`config.mk`:
```
export PLATFORM = sky130hd
export DESIGN_NAME = cve2_ex_iter_multdiv_flat
export DESIGN_NICKNAME = d
export VERILOG_FILES = /design/src/rtl/cve2_ex_iter_multdiv_if.sv /design/src/rtl/cve2_ex_iter_multdiv.sv /design/src/flat_wrapper.sv
export SDC_FILE = /design/constraint.sdc
export NUM_CORES = 1
export LEC_CHECK = 0
export ABC_AREA = 1
export BUFFER_PORTS_ARGS = -buffer_cell sky130_fd_sc_hd__buf_2
export CORE_MARGIN = 4
export CORE_UTILIZATION = 50
export CTS_CLUSTER_SIZE = 12
export DETAILED_ROUTE_END_ITERATION = 8
export PLACE_DENSITY = 0.65
export SLEW_MARGIN = 10
export SYNTH_ARGS = -nofsm -noshare
export SYNTH_HDL_FRONTEND = slang
export SYNTH_SLANG_ARGS = --single-unit
```
`constraint.sdc`:
```
create_clock -name clk_i -period 3.3 [get_ports clk_i]
set_input_delay 0.165 -clock clk_i [delete_from_list [all_inputs] [get_ports clk_i]]
set_output_delay 0.165 -clock clk_i [all_outputs]
set_load 0.03 [all_outputs]
```
`src/rtl/cve2_ex_iter_multdiv_if.sv`:
```
// Request/response bundle for the iterative multiply/divide unit.
// The slave modport is the unit's view; the master modport is the requester's view.
interface cve2_ex_iter_multdiv_if #(
  parameter int WIDTH = 32
);
  logic             in_valid_i;
  logic             in_ready_o;
  logic [2:0]       op_i;
  logic [WIDTH-1:0] op_a_i;
  logic [WIDTH-1:0] op_b_i;
  logic             data_ind_timing_i;
  logic             kill_i;
  logic             out_valid_o;
  logic             out_ready_i;
  logic [WIDTH-1:0] result_o;
  logic             busy_o;

  modport master (
    output in_valid_i, op_i, op_a_i, op_b_i, data_ind_timing_i, kill_i, out_ready_i,
    input  in_ready_o, out_valid_o, result_o, busy_o
  );

  modport slave (
    input  in_valid_i, op_i, op_a_i, op_b_i, data_ind_timing_i, kill_i, out_ready_i,
    output in_ready_o, out_valid_o, result_o, busy_o
  );
endinterface

```
`src/rtl/cve2_ex_iter_multdiv.sv`:
```
// Iterative radix-2 multiplier/divider: operands become magnitudes at accept,
// WIDTH shift-add or restoring-subtract steps run in CALC, and FIXUP restores the sign.
module cve2_ex_iter_multdiv #(
  parameter int WIDTH        = 32,
  parameter bit EarlyDivZero = 1'b1
) (
  input logic                    clk_i,
  input logic                    rst_i,
  cve2_ex_iter_multdiv_if.slave  bus
);

  localparam int CW = $clog2(WIDTH);

  localparam logic [2:0] OP_MUL    = 3'd0;
  localparam logic [2:0] OP_MULH   = 3'd1;
  localparam logic [2:0] OP_MULHSU = 3'd2;
  localparam logic [2:0] OP_MULHU  = 3'd3;
  localparam logic [2:0] OP_DIV    = 3'd4;
  localparam logic [2:0] OP_DIVU   = 3'd5;
  localparam logic [2:0] OP_REM    = 3'd6;

  typedef enum logic [1:0] {IDLE, CALC, FIXUP, DONE} state_e;

  function automatic logic [WIDTH-1:0] cond_neg(input logic [WIDTH-1:0] v, input logic neg);
    return neg ? -v : v;
  endfunction

  function automatic logic [2*WIDTH-1:0] cond_neg2(input logic [2*WIDTH-1:0] v, input logic neg);
    return neg ? -v : v;
  endfunction

  state_e             state_q, state_d;
  logic [CW-1:0]      cnt_q, cnt_d;
  logic [2*WIDTH-1:0] acc_q, acc_d;
  logic [2:0]         op_q, op_d;
  logic [WIDTH-1:0]   a_mag_q, a_mag_d;
  logic [WIDTH-1:0]   b_mag_q, b_mag_d;
  logic               a_neg_q, a_neg_d;
  logic               b_neg_q, b_neg_d;
  logic               div_zero_q, div_zero_d;
  logic               dit_q, dit_d;
  logic [WIDTH-1:0]   result_q, result_d;

  logic               a_signed_s, b_signed_s, a_neg_s, b_neg_s;
  logic [WIDTH-1:0]   a_mag_s, b_mag_s;
  logic               is_div_s, b_zero_s, early_s, accept_s;
  logic [WIDTH:0]     mul_sum_s, div_trial_s;
  logic [2*WIDTH-1:0] mul_step_s, div_step_s, prod_s;
  logic [WIDTH-1:0]   quot_s, rem_s, fix_s;

  assign accept_s = bus.in_valid_i & bus.in_ready_o;

  // Accept-time decode: signedness, magnitudes and the divide-by-zero short path.
  always_comb begin
    a_signed_s = 1'b0;
    b_signed_s = 1'b0;
    case (bus.op_i)
      OP_MULH, OP_DIV, OP_REM: begin
        a_signed_s = 1'b1;
        b_signed_s = 1'b1;
      end
      OP_MULHSU: begin
        a_signed_s = 1'b1;
        b_signed_s = 1'b0;
      end
      default: begin
        a_signed_s = 1'b0;
        b_signed_s = 1'b0;
      end
    endcase
    a_neg_s  = a_signed_s & bus.op_a_i[WIDTH-1];
    b_neg_s  = b_signed_s & bus.op_b_i[WIDTH-1];
    a_mag_s  = cond_neg(bus.op_a_i, a_neg_s);
    b_mag_s  = cond_neg(bus.op_b_i, b_neg_s);
    is_div_s = bus.op_i[2];
    b_zero_s = (bus.op_b_i == {WIDTH{1'b0}});
    early_s  = EarlyDivZero & ~bus.data_ind_timing_i & is_div_s & b_zero_s;
  end

  // One radix-2 step; the divide trial keeps an extra bit so the shifted remainder never overflows.
  always_comb begin
    mul_sum_s   = {1'b0, acc_q[2*WIDTH-1:WIDTH]} + {1'b0, a_mag_q};
    mul_step_s  = acc_q[0] ? {mul_sum_s, acc_q[WIDTH-1:1]} : {1'b0, acc_q[2*WIDTH-1:1]};
    div_trial_s = acc_q[2*WIDTH-1:WIDTH-1] - {1'b0, b_mag_q};
    div_step_s  = div_trial_s[WIDTH] ? {acc_q[2*WIDTH-2:0], 1'b0}
                                     : {div_trial_s[WIDTH-1:0], acc_q[WIDTH-2:0], 1'b1};
  end

  // Sign correction and result selection; a zero divisor skips CALC so the remainder comes from A.
  always_comb begin
    prod_s = cond_neg2(acc_q, a_neg_q ^ b_neg_q);
    quot_s = div_zero_q ? {WIDTH{1'b1}} : cond_neg(acc_q[WIDTH-1:0], a_neg_q ^ b_neg_q);
    rem_s  = cond_neg(div_zero_q ? a_mag_q : acc_q[2*WIDTH-1:WIDTH], a_neg_q);
    case (op_q)
      OP_MUL:                     fix_s = prod_s[WIDTH-1:0];
      OP_MULH, OP_MULHSU, OP_MULHU: fix_s = prod_s[2*WIDTH-1:WIDTH];
      OP_DIV, OP_DIVU:            fix_s = quot_s;
      default:                    fix_s = rem_s;
    endcase
  end

  // FSM next state and datapath updates; kill overrides every transition once busy.
  always_comb begin
    state_d    = state_q;
    cnt_d      = cnt_q;
    acc_d      = acc_q;
    op_d       = op_q;
    a_mag_d    = a_mag_q;
    b_mag_d    = b_mag_q;
    a_neg_d    = a_neg_q;
    b_neg_d    = b_neg_q;
    div_zero_d = div_zero_q;
    dit_d      = dit_q;
    result_d   = result_q;
    case (state_q)
      IDLE: begin
        if (accept_s) begin
          op_d       = bus.op_i;
          a_mag_d    = a_mag_s;
          b_mag_d    = b_mag_s;
          a_neg_d    = a_neg_s;
          b_neg_d    = b_neg_s;
          div_zero_d = is_div_s & b_zero_s;
          dit_d      = bus.data_ind_timing_i;
          cnt_d      = CW'(WIDTH - 1);
          acc_d      = {{WIDTH{1'b0}}, (is_div_s ? a_mag_s : b_mag_s)};
          state_d    = early_s ? FIXUP : CALC;
        end else begin
          state_d = IDLE;
        end
      end
      CALC: begin
        acc_d = op_q[2] ? div_step_s : mul_step_s;
        if (cnt_q == {CW{1'b0}}) begin
          state_d = FIXUP;
        end else begin
          cnt_d = cnt_q - CW'(1);
        end
      end
      FIXUP: begin
        result_d = fix_s;
        state_d  = DONE;
      end
      DONE: begin
        if (bus.out_ready_i) begin
          state_d  = IDLE;
          result_d = {WIDTH{1'b0}};
        end else begin
          state_d = DONE;
        end
      end
      default: begin
        state_d  = IDLE;
        result_d = {WIDTH{1'b0}};
      end
    endcase
    if (bus.kill_i && (state_q != IDLE)) begin
      state_d  = IDLE;
      result_d = {WIDTH{1'b0}};
    end else begin
      state_d = state_d;
    end
  end

  // State and datapath registers with synchronous reset.
  always_ff @(posedge clk_i) begin
    if (rst_i) begin
      state_q    <= IDLE;
      cnt_q      <= {CW{1'b0}};
      acc_q      <= {(2*WIDTH){1'b0}};
      op_q       <= 3'd0;
      a_mag_q    <= {WIDTH{1'b0}};
      b_mag_q    <= {WIDTH{1'b0}};
      a_neg_q    <= 1'b0;
      b_neg_q    <= 1'b0;
      div_zero_q <= 1'b0;
      dit_q      <= 1'b0;
      result_q   <= {WIDTH{1'b0}};
    end else begin
      state_q    <= state_d;
      cnt_q      <= cnt_d;
      acc_q      <= acc_d;
      op_q       <= op_d;
      a_mag_q    <= a_mag_d;
      b_mag_q    <= b_mag_d;
      a_neg_q    <= a_neg_d;
      b_neg_q    <= b_neg_d;
      div_zero_q <= div_zero_d;
      dit_q      <= dit_d;
      result_q   <= result_d;
    end
  end

  assign bus.in_ready_o  = (state_q == IDLE) & ~rst_i;
  assign bus.out_valid_o = (state_q == DONE) & ~bus.kill_i;
  assign bus.busy_o      = (state_q != IDLE);
  assign bus.result_o    = result_q;

  logic unused_s;
  assign unused_s = dit_q;

endmodule

```
`src/flat_wrapper.sv`:
```
// flat-port wrapper written by rule: the top's interface ports become plain ports
module cve2_ex_iter_multdiv_flat 
#(
  parameter int WIDTH        = 32,
  parameter bit EarlyDivZero = 1'b1
)
  (clk_i, rst_i, bus_in_valid_i, bus_op_i, bus_op_a_i, bus_op_b_i, bus_data_ind_timing_i, bus_kill_i, bus_out_ready_i, bus_in_ready_o, bus_out_valid_o, bus_result_o, bus_busy_o);
  cve2_ex_iter_multdiv_if #(.WIDTH(WIDTH)) bus_i ();
  input logic clk_i;
  input logic rst_i;
  input wire logic [$bits(bus_i.in_valid_i)-1:0] bus_in_valid_i;
  input wire logic [$bits(bus_i.op_i)-1:0] bus_op_i;
  input wire logic [$bits(bus_i.op_a_i)-1:0] bus_op_a_i;
  input wire logic [$bits(bus_i.op_b_i)-1:0] bus_op_b_i;
  input wire logic [$bits(bus_i.data_ind_timing_i)-1:0] bus_data_ind_timing_i;
  input wire logic [$bits(bus_i.kill_i)-1:0] bus_kill_i;
  input wire logic [$bits(bus_i.out_ready_i)-1:0] bus_out_ready_i;
  output wire logic [$bits(bus_i.in_ready_o)-1:0] bus_in_ready_o;
  output wire logic [$bits(bus_i.out_valid_o)-1:0] bus_out_valid_o;
  output wire logic [$bits(bus_i.result_o)-1:0] bus_result_o;
  output wire logic [$bits(bus_i.busy_o)-1:0] bus_busy_o;
  assign bus_i.in_valid_i = bus_in_valid_i;
  assign bus_i.op_i = bus_op_i;
  assign bus_i.op_a_i = bus_op_a_i;
  assign bus_i.op_b_i = bus_op_b_i;
  assign bus_i.data_ind_timing_i = bus_data_ind_timing_i;
  assign bus_i.kill_i = bus_kill_i;
  assign bus_i.out_ready_i = bus_out_ready_i;
  assign bus_in_ready_o = bus_i.in_ready_o;
  assign bus_out_valid_o = bus_i.out_valid_o;
  assign bus_result_o = bus_i.result_o;
  assign bus_busy_o = bus_i.busy_o;
  cve2_ex_iter_multdiv #(.WIDTH(WIDTH), .EarlyDivZero(EarlyDivZero)) u_core (.clk_i(clk_i), .rst_i(rst_i), .bus(bus_i));
endmodule
```
==> results of run 1 <==
-- power breakdown --
part           internal, mW  switching [mW]
clock network          1.10            1.09
registers              2.45           0.557
logic                  2.35            5.92
-- per-layer routing --
metal | track usage | part of all wire | up-vias
li1 | - | - | 11700
met1 | 0.540 | 0.40 | 11100
met2 | 0.590 | 0.41 | 1575
met3 | 0.0976 | 0.13 | 270
met4 | 0.198 | 0.061 | 6
met5 | 0 | 0.00051 | -
-- synthesized netlist by cell type, types with 21 or more instances --
cell type,number
o21ai_1,21
nand4_1,34
ha_1,70
buf_1,21
nor3_1,32
nand2_1,1184
o21ai_0,209
dfxtp_1,173
a31oi_1,40
nor2_1,358
a21oi_1,265
nand3_1,401
clkbuf_1,86
xor2_1,44
inv_1,508
-- worst reg2reg max path, cell delays in order (launching register included) --
cell and delay [ps]:
dfxtp_1 460, inv_1 90, ha_1 210, fa_1 400
inv_1 110, nand2_1 50, nand2_1 80, nand3_1 70
nand2_1 180, nand2_1 90, nand2_2 90, nand2_2 80
nand2_2 80, nand2_1 60, nand2_2 410, nand2_1 140
nand3_1 120, nand2_1 80, a21oi_1 140
-- registers in the layout, indices dropped and copies added, names as in the netlist --
name,cells
u_core.a_neg_q,1
u_core.a_mag_q,32
u_core.b_neg_q,1
u_core.bus.result_o,32
u_core.b_mag_q,32
u_core.div_zero_q,1
u_core.state_q,2
u_core.acc_q,64
u_core.cnt_q,5
u_core.op_q,3
-- cell type report --
type                    instances  area [sq um]  share of cell area
repair buffers                171          1050              0.0498
clock inverters                15           188             0.00893
well taps                     511           639              0.0304
inverters                     517          1940              0.0924
flip-flops and latches        173          3470               0.165
clock buffers                  17           425              0.0202
multi-input cells            2809         13300               0.633
-- kinds of logic (layout without fill, tap and decap cells) --
| logic type | Yosys count | in the layout | share of synthesized area |
|---|---|---|---|
| flops | 173 | 173 | 0.179 |
| xor+xnor | 64 | 64 | 0.0290 |
| fa+ha+maj | 72 | 72 | 0.0475 |
| buf+inv | 652 | 720 | 0.132 |
| compound gates | 581 | 581 | 0.159 |
| simple gates | 2092 | 2092 | 0.453 |
-- stage by stage --
step           total power [mW]  utilization  setup slack, ps  instance area [sq um]
5_1_grt                    14.3        0.555             10.9                  21000
4_1_cts                    13.1        0.555              311                  21000
6_report                   13.5        0.555              259                  21000
3_3_place_gp               10.8        0.538              435                  20400
2_1_floorplan              8.40            -              928                  19300
3_5_place_dp               10.9        0.538              399                  20400
-- path summary, 6_finish.rpt --
kind | from | end | slack (ps) | cells past startpoint
max | u_core.acc_q[31] | u_core.acc_q[50] | 260 | 18
min | bus_op_a_i[29] | u_core.a_mag_q[29] | 20 | 3
min reg2reg | u_core.bus.result_o[11] | u_core.bus.result_o[11] | 470 | 2
max reg2reg | u_core.acc_q[31] | u_core.acc_q[50] | 260 | 18
-- timing repair --
item                       4_1_cts  5_1_grt
hold endpoints to repair         2        0
setup endpoints to repair        0        0
hold buffers                     2        0
==> results.sh, run 1 <==
export IMPL_synth_area_leaders="nand2_1, dfxtp_1, nand3_1, inv_1, nor2_1"
export IMPL_cts_sink_count=173
export IMPL_final_max_slew_viol_count=0
export IMPL_grt_pass1_wl_um=129000
export IMPL_whs_ps=15.7
export IMPL_area_growth_pct=8.88
export IMPL_path_buf_inv=2
export IMPL_slew_headroom=0.278
export IMPL_num_fill_cells=4120
export IMPL_antenna_found_initial=5
export IMPL_routed_via_density=5.86
export IMPL_num_rows=71
export IMPL_seq_area_frac_synth=0.179
export IMPL_fin_crit_sh=0.922
export IMPL_rsz0062_at_grt="no"
export IMPL_syn_area_sq_mm=0.0193
export IMPL_cellPowerDensity_mw_per_mm2=640
export IMPL_grt_max_degree=78
export IMPL_final_common_cell="nand2_1"
export IMPL_clk_latency_ps=470
export IMPL_tritoncts="done"
export IMPL_fmax_mhz=329
export IMPL_cts_buffers=17
export IMPL_dr_pass1_iters=8
export IMPL_core_sq_mm=0.0378
export IMPL_port_buffers=107
export IMPL_globalRouteTotalUtil=0.398
export IMPL_required_ps=3680
export IMPL_worstMarginPinSlew_ps=1080
export IMPL_cellLeakagePower_nw=10.7
export IMPL_placed_cells=4179
export IMPL_synth_async_reset_ratio=0
export IMPL_hold_viol_final=0
export IMPL_start_kind="flop"
export IMPL_crit_top_cell="nand2_1"
export IMPL_n_antenna_cell=0
export IMPL_postCtsSetupRepairBufs=0
export IMPL_worstPathArrival_ps=3420
export IMPL_skew_ps=14.7
export IMPL_setup_viol=0
export IMPL_ir_worst_vdd_mv=0.495
export IMPL_drv_cap=0
export IMPL_drc=0
export IMPL_ys_types=45
export IMPL_cpPeakStageDelay_ps=460
export IMPL_drive_gt1_frac=0.0694
export IMPL_final_cell_mix="nand2_1, inv_1, nand3_1"
export IMPL_stdcell_count=4213
export IMPL_hp_class="input pin to flop"
export IMPL_path_cells="inv_1 -> ha_1 -> fa_1 -> inv_1 -> nand2_1 -> nand2_1 -> nand3_1 -> nand2_1 -> nand2_1 -> nand2_2 -> nand2_2 -> nand2_2 -> nand2_1 -> nand2_2 -> nand2_1 -> nand3_1 -> nand2_1 -> a21oi_1"
export IMPL_clockBufferDepth=2
export IMPL_yosys_area_top_type_share=0.230
export IMPL_critical_path_class="flop to flop"
export IMPL_cp_end_kind="flop"
export IMPL_wl_per_cell_um=20.5
export IMPL_postSynthCellCount=3634
export IMPL_critPathTopFamily="simple AND/OR/NAND/NOR gates"
export IMPL_htree_levels=4
export IMPL_layout_nets=3834
export IMPL_drtAntennaViolNets=0
export IMPL_ys_seq_elements=173
export IMPL_drt_total_wl_um=86300
export IMPL_gp_congestion=1.11
export IMPL_cpMaxStageDelayCell="dfxtp_1"
export IMPL_cts_root_buffer="clkbuf_16"
export IMPL_vias=24700
export IMPL_synth_flop_cell="dfxtp_1"
export IMPL_die_x_um=204
export IMPL_period_needed_ps=3040
export IMPL_start_util=0.510
export IMPL_grt_overflow_total=0
export IMPL_cts_clk_slew_worst_paths_ps=80
export IMPL_cts_resized=0
export IMPL_status="completed"
export IMPL_synth_largest_area_cell="nand2_1"
export IMPL_path_max_fanout=26
export IMPL_die_y_um=204
export IMPL_first_global_vias=22200
export IMPL_synth_edf_count=0
export IMPL_avgSynthCellArea_sq_um=5.31
export IMPL_die_area_sq_mm=0.0418
export IMPL_dp_hpwl_um=70000
export IMPL_tns_ps=0
export IMPL_initialDrtViolationCount=3293
export IMPL_synth_nets=3779
export IMPL_pin_count=108
export IMPL_yosysWarnings=0
Note: power is estimated with default switching activity, not from simulation.
==> run 2: changes to the inputs <==
- ABC_AREA: 1 -> default
- CORE_UTILIZATION: 50 -> 41
- PLACE_DENSITY: 0.65 -> 0.56
==> results.sh, run 2 <==
export IMPL_status="completed"
export IMPL_clk_latency_ps=460
export IMPL_yosys_area_top_type_share=0.224
export IMPL_final_cell_mix="buf_4, a21oi_1, nand2_1, dfxtp_1, nor2_1"
export IMPL_required_ps=3630
export IMPL_drt_total_wl_um=60900
export IMPL_port_buffers=107
export IMPL_die_y_um=202
export IMPL_routed_via_density=5.95
export IMPL_initialDrtViolationCount=1426
export IMPL_num_rows=70
export IMPL_hold_viol_final=0
export IMPL_final_max_slew_viol_count=0
export IMPL_synth_flop_cell="dfxtp_1"
export IMPL_synth_most_common_cell="a21oi_1"
export IMPL_wl_per_cell_um=22.2
export IMPL_cts_sink_count=173
export IMPL_cellLeakagePower_nw=7.39
export IMPL_cp_end_kind="flop"
export IMPL_vias=16300
export IMPL_core_sq_mm=0.0369
export IMPL_placed_cell_area_sq_mm=0.0176
export IMPL_pin_count=108
export IMPL_hold_depth=3
export IMPL_slew_headroom=0.437
export IMPL_ir_worst_vdd_mv=0.373
export IMPL_layout_nets=2375
export IMPL_synth_commonest_cells="a21oi_1, dfxtp_1, nand2_1"
export IMPL_grt_max_degree=85
export IMPL_cts_buffers=17
export IMPL_tritoncts="done"
export IMPL_r2r_cells=13
export IMPL_ys_types=74
export IMPL_yosysWarnings=0
export IMPL_setup_viol=0
export IMPL_antenna_found_initial=1
export IMPL_max_flop_register="u_core.acc_q"
export IMPL_syn_area_sq_mm=0.0155
export IMPL_synth_edf_count=0
export IMPL_combPwrFrac=0.535
export IMPL_synth_area_leaders="dfxtp_1, xnor2_1, a21oi_1, mux2i_1, ha_1"
export IMPL_stdcell_area_sq_mm=0.0184
export IMPL_grt_overflow_total=0
export IMPL_drv_cap=0
export IMPL_switching_power_mw=4.80
export IMPL_fin_crit_sh=0.967
export IMPL_cts_clk_slew_worst_paths_ps=70
export IMPL_drc=0
export IMPL_postSynthCellCount=2060
export IMPL_start_kind="flop"
export IMPL_skew_ps=11.5
export IMPL_tns_ps=0
export IMPL_avgSynthCellArea_sq_um=7.50
export IMPL_clockBufferDepth=2
export IMPL_worstMarginPinSlew_ps=844
export IMPL_die_x_um=202
export IMPL_grt_pass1_wl_um=90600
export IMPL_worstPathArrival_ps=3530
export IMPL_start_util=0.419
export IMPL_p_clk_frac=0.210
export IMPL_cts_root_buffer="clkbuf_16"
export IMPL_p_int_mw=6.02
export IMPL_cellPowerDensity_mw_per_mm2=588
export IMPL_period_needed_ps=3190
export IMPL_hp_class="input pin to flop"
export IMPL_rsz0062_at_grt="yes"
export IMPL_dr_pass1_iters=6
export IMPL_synth_nets=2205
export IMPL_largest_reg_flops=64
export IMPL_area_growth_pct=19.2
export IMPL_die_area_sq_mm=0.0409
export IMPL_drtAntennaViolNets=0
export IMPL_n_antenna_cell=0
export IMPL_synth_largest_area_cell="dfxtp_1"
export IMPL_gp_congestion=0.934
export IMPL_critical_path_class="flop to flop"
export IMPL_ys_seq_elements=173
export IMPL_globalRouteTotalUtil=0.284
export IMPL_swShare=0.444
export IMPL_dp_hpwl_um=48400
export IMPL_seq_area_frac_synth=0.224
export IMPL_final_common_cell="buf_4"
export IMPL_htree_levels=4
export IMPL_fmax_mhz=313
export IMPL_seqPwrFrac=0.255
export IMPL_first_global_vias=15100
export IMPL_path_max_fanout=13
export IMPL_synth_async_reset_ratio=0
export IMPL_drive_gt1_frac=0.176
[run 2: cell types whose count changed in the layout (fill, tap and decap cells not counted), moves of 98 or more]
cell     change
xnor2_1     +98
buf_4      +140
nand2_1   -1016
inv_1      -435
nor2_1     -196
nand3_1    -371
[run 2: layout make-up]
type / instances / area [sq um]
multi-input cells: 1653 / 11300
repair buffers: 314 / 2160
inverters: 71 / 267
clock buffers: 19 / 443
well taps: 504 / 631
clock inverters: 12 / 185
flip-flops and latches: 173 / 3470
fillers: 3687 / 18400
[run 2: worst max-delay path: stages (launching register included)]
cell and delay, ps:
dfxtp_2 390, buf_12 160, buf_4 190, nor3_1 170, o22ai_1 160, or4b_2 740, nor2_1 170, nand3b_1 240
o21ai_0 270, xnor2_1 140, buf_4 170, a21oi_1 70, a22oi_1 140, nor2_1 50
[run 2: kinds of logic (layout without fill, tap and decap cells)]
group,Yosys count,after routing,share of synthesized area
adders and majority gates,72,72,0.0592
and+or+nand+nor,598,598,0.193
DFF,173,173,0.224
buffers and inverters,234,416,0.0581
xor gates and xnor gates,205,205,0.116
muxes,97,97,0.0631
AOI/OAI and AO/OA,681,681,0.286
[run 2: worst paths after layout]
check	from	slack (ps)	end
max	u_core.div_zero_q	110	u_core.bus.result_o[29]
min	bus_op_a_i[31]	20	u_core.a_mag_q[31]
max reg2reg	u_core.div_zero_q	110	u_core.bus.result_o[29]
min reg2reg	u_core.bus.result_o[12]	450	u_core.bus.result_o[12]
[run 2: what timing repair did]
action,in CTS,in global routing
gates resized for setup,9,25
endpoints found under the hold margin,2,0
setup buffers,3,3
cloned,1,0
pin swaps,5,9
hold buffers,2,0
setup endpoints to repair,36,41
[run 2: power groups by stage]
| stage | combinational, mW | clock [mW] | sequential (mW) |
|---|---|---|---|
| after global placement | 5.50 | 0 | 2.78 |
| after floorplan | 3.47 | 0 | 2.72 |
| after global routing | 6.24 | 2.35 | 2.79 |
| after detailed placement | 5.52 | 0 | 2.78 |
| after CTS | 5.62 | 2.29 | 2.74 |
| final | 5.79 | 2.27 | 2.77 |
[run 2: per-stage QoR]
step | utilization | instances | setup slack [ps] | power, mW | hold slack (ps)
floorplan | - | 2060 | 0.904 | 6.19 | 264
global placement | 0.477 | 2706 | -199 | 8.27 | 414
detailed placement | 0.477 | 2706 | -199 | 8.30 | 409
CTS | 0.497 | 2743 | 1.39 | 10.7 | 12.6
global route | 0.500 | 2746 | -25.6 | 11.4 | 48.1
finish | 0.500 | 2746 | 108 | 10.8 | 24.3
[run 2: per-layer routing]
metal	vias up	share of wire	track usage
met5	-	0.00011	0
met3	59	0.090	0.0515
li1	7856	-	-
met1	7784	0.48	0.431
met2	645	0.41	0.415
met4	2	0.018	0.0706
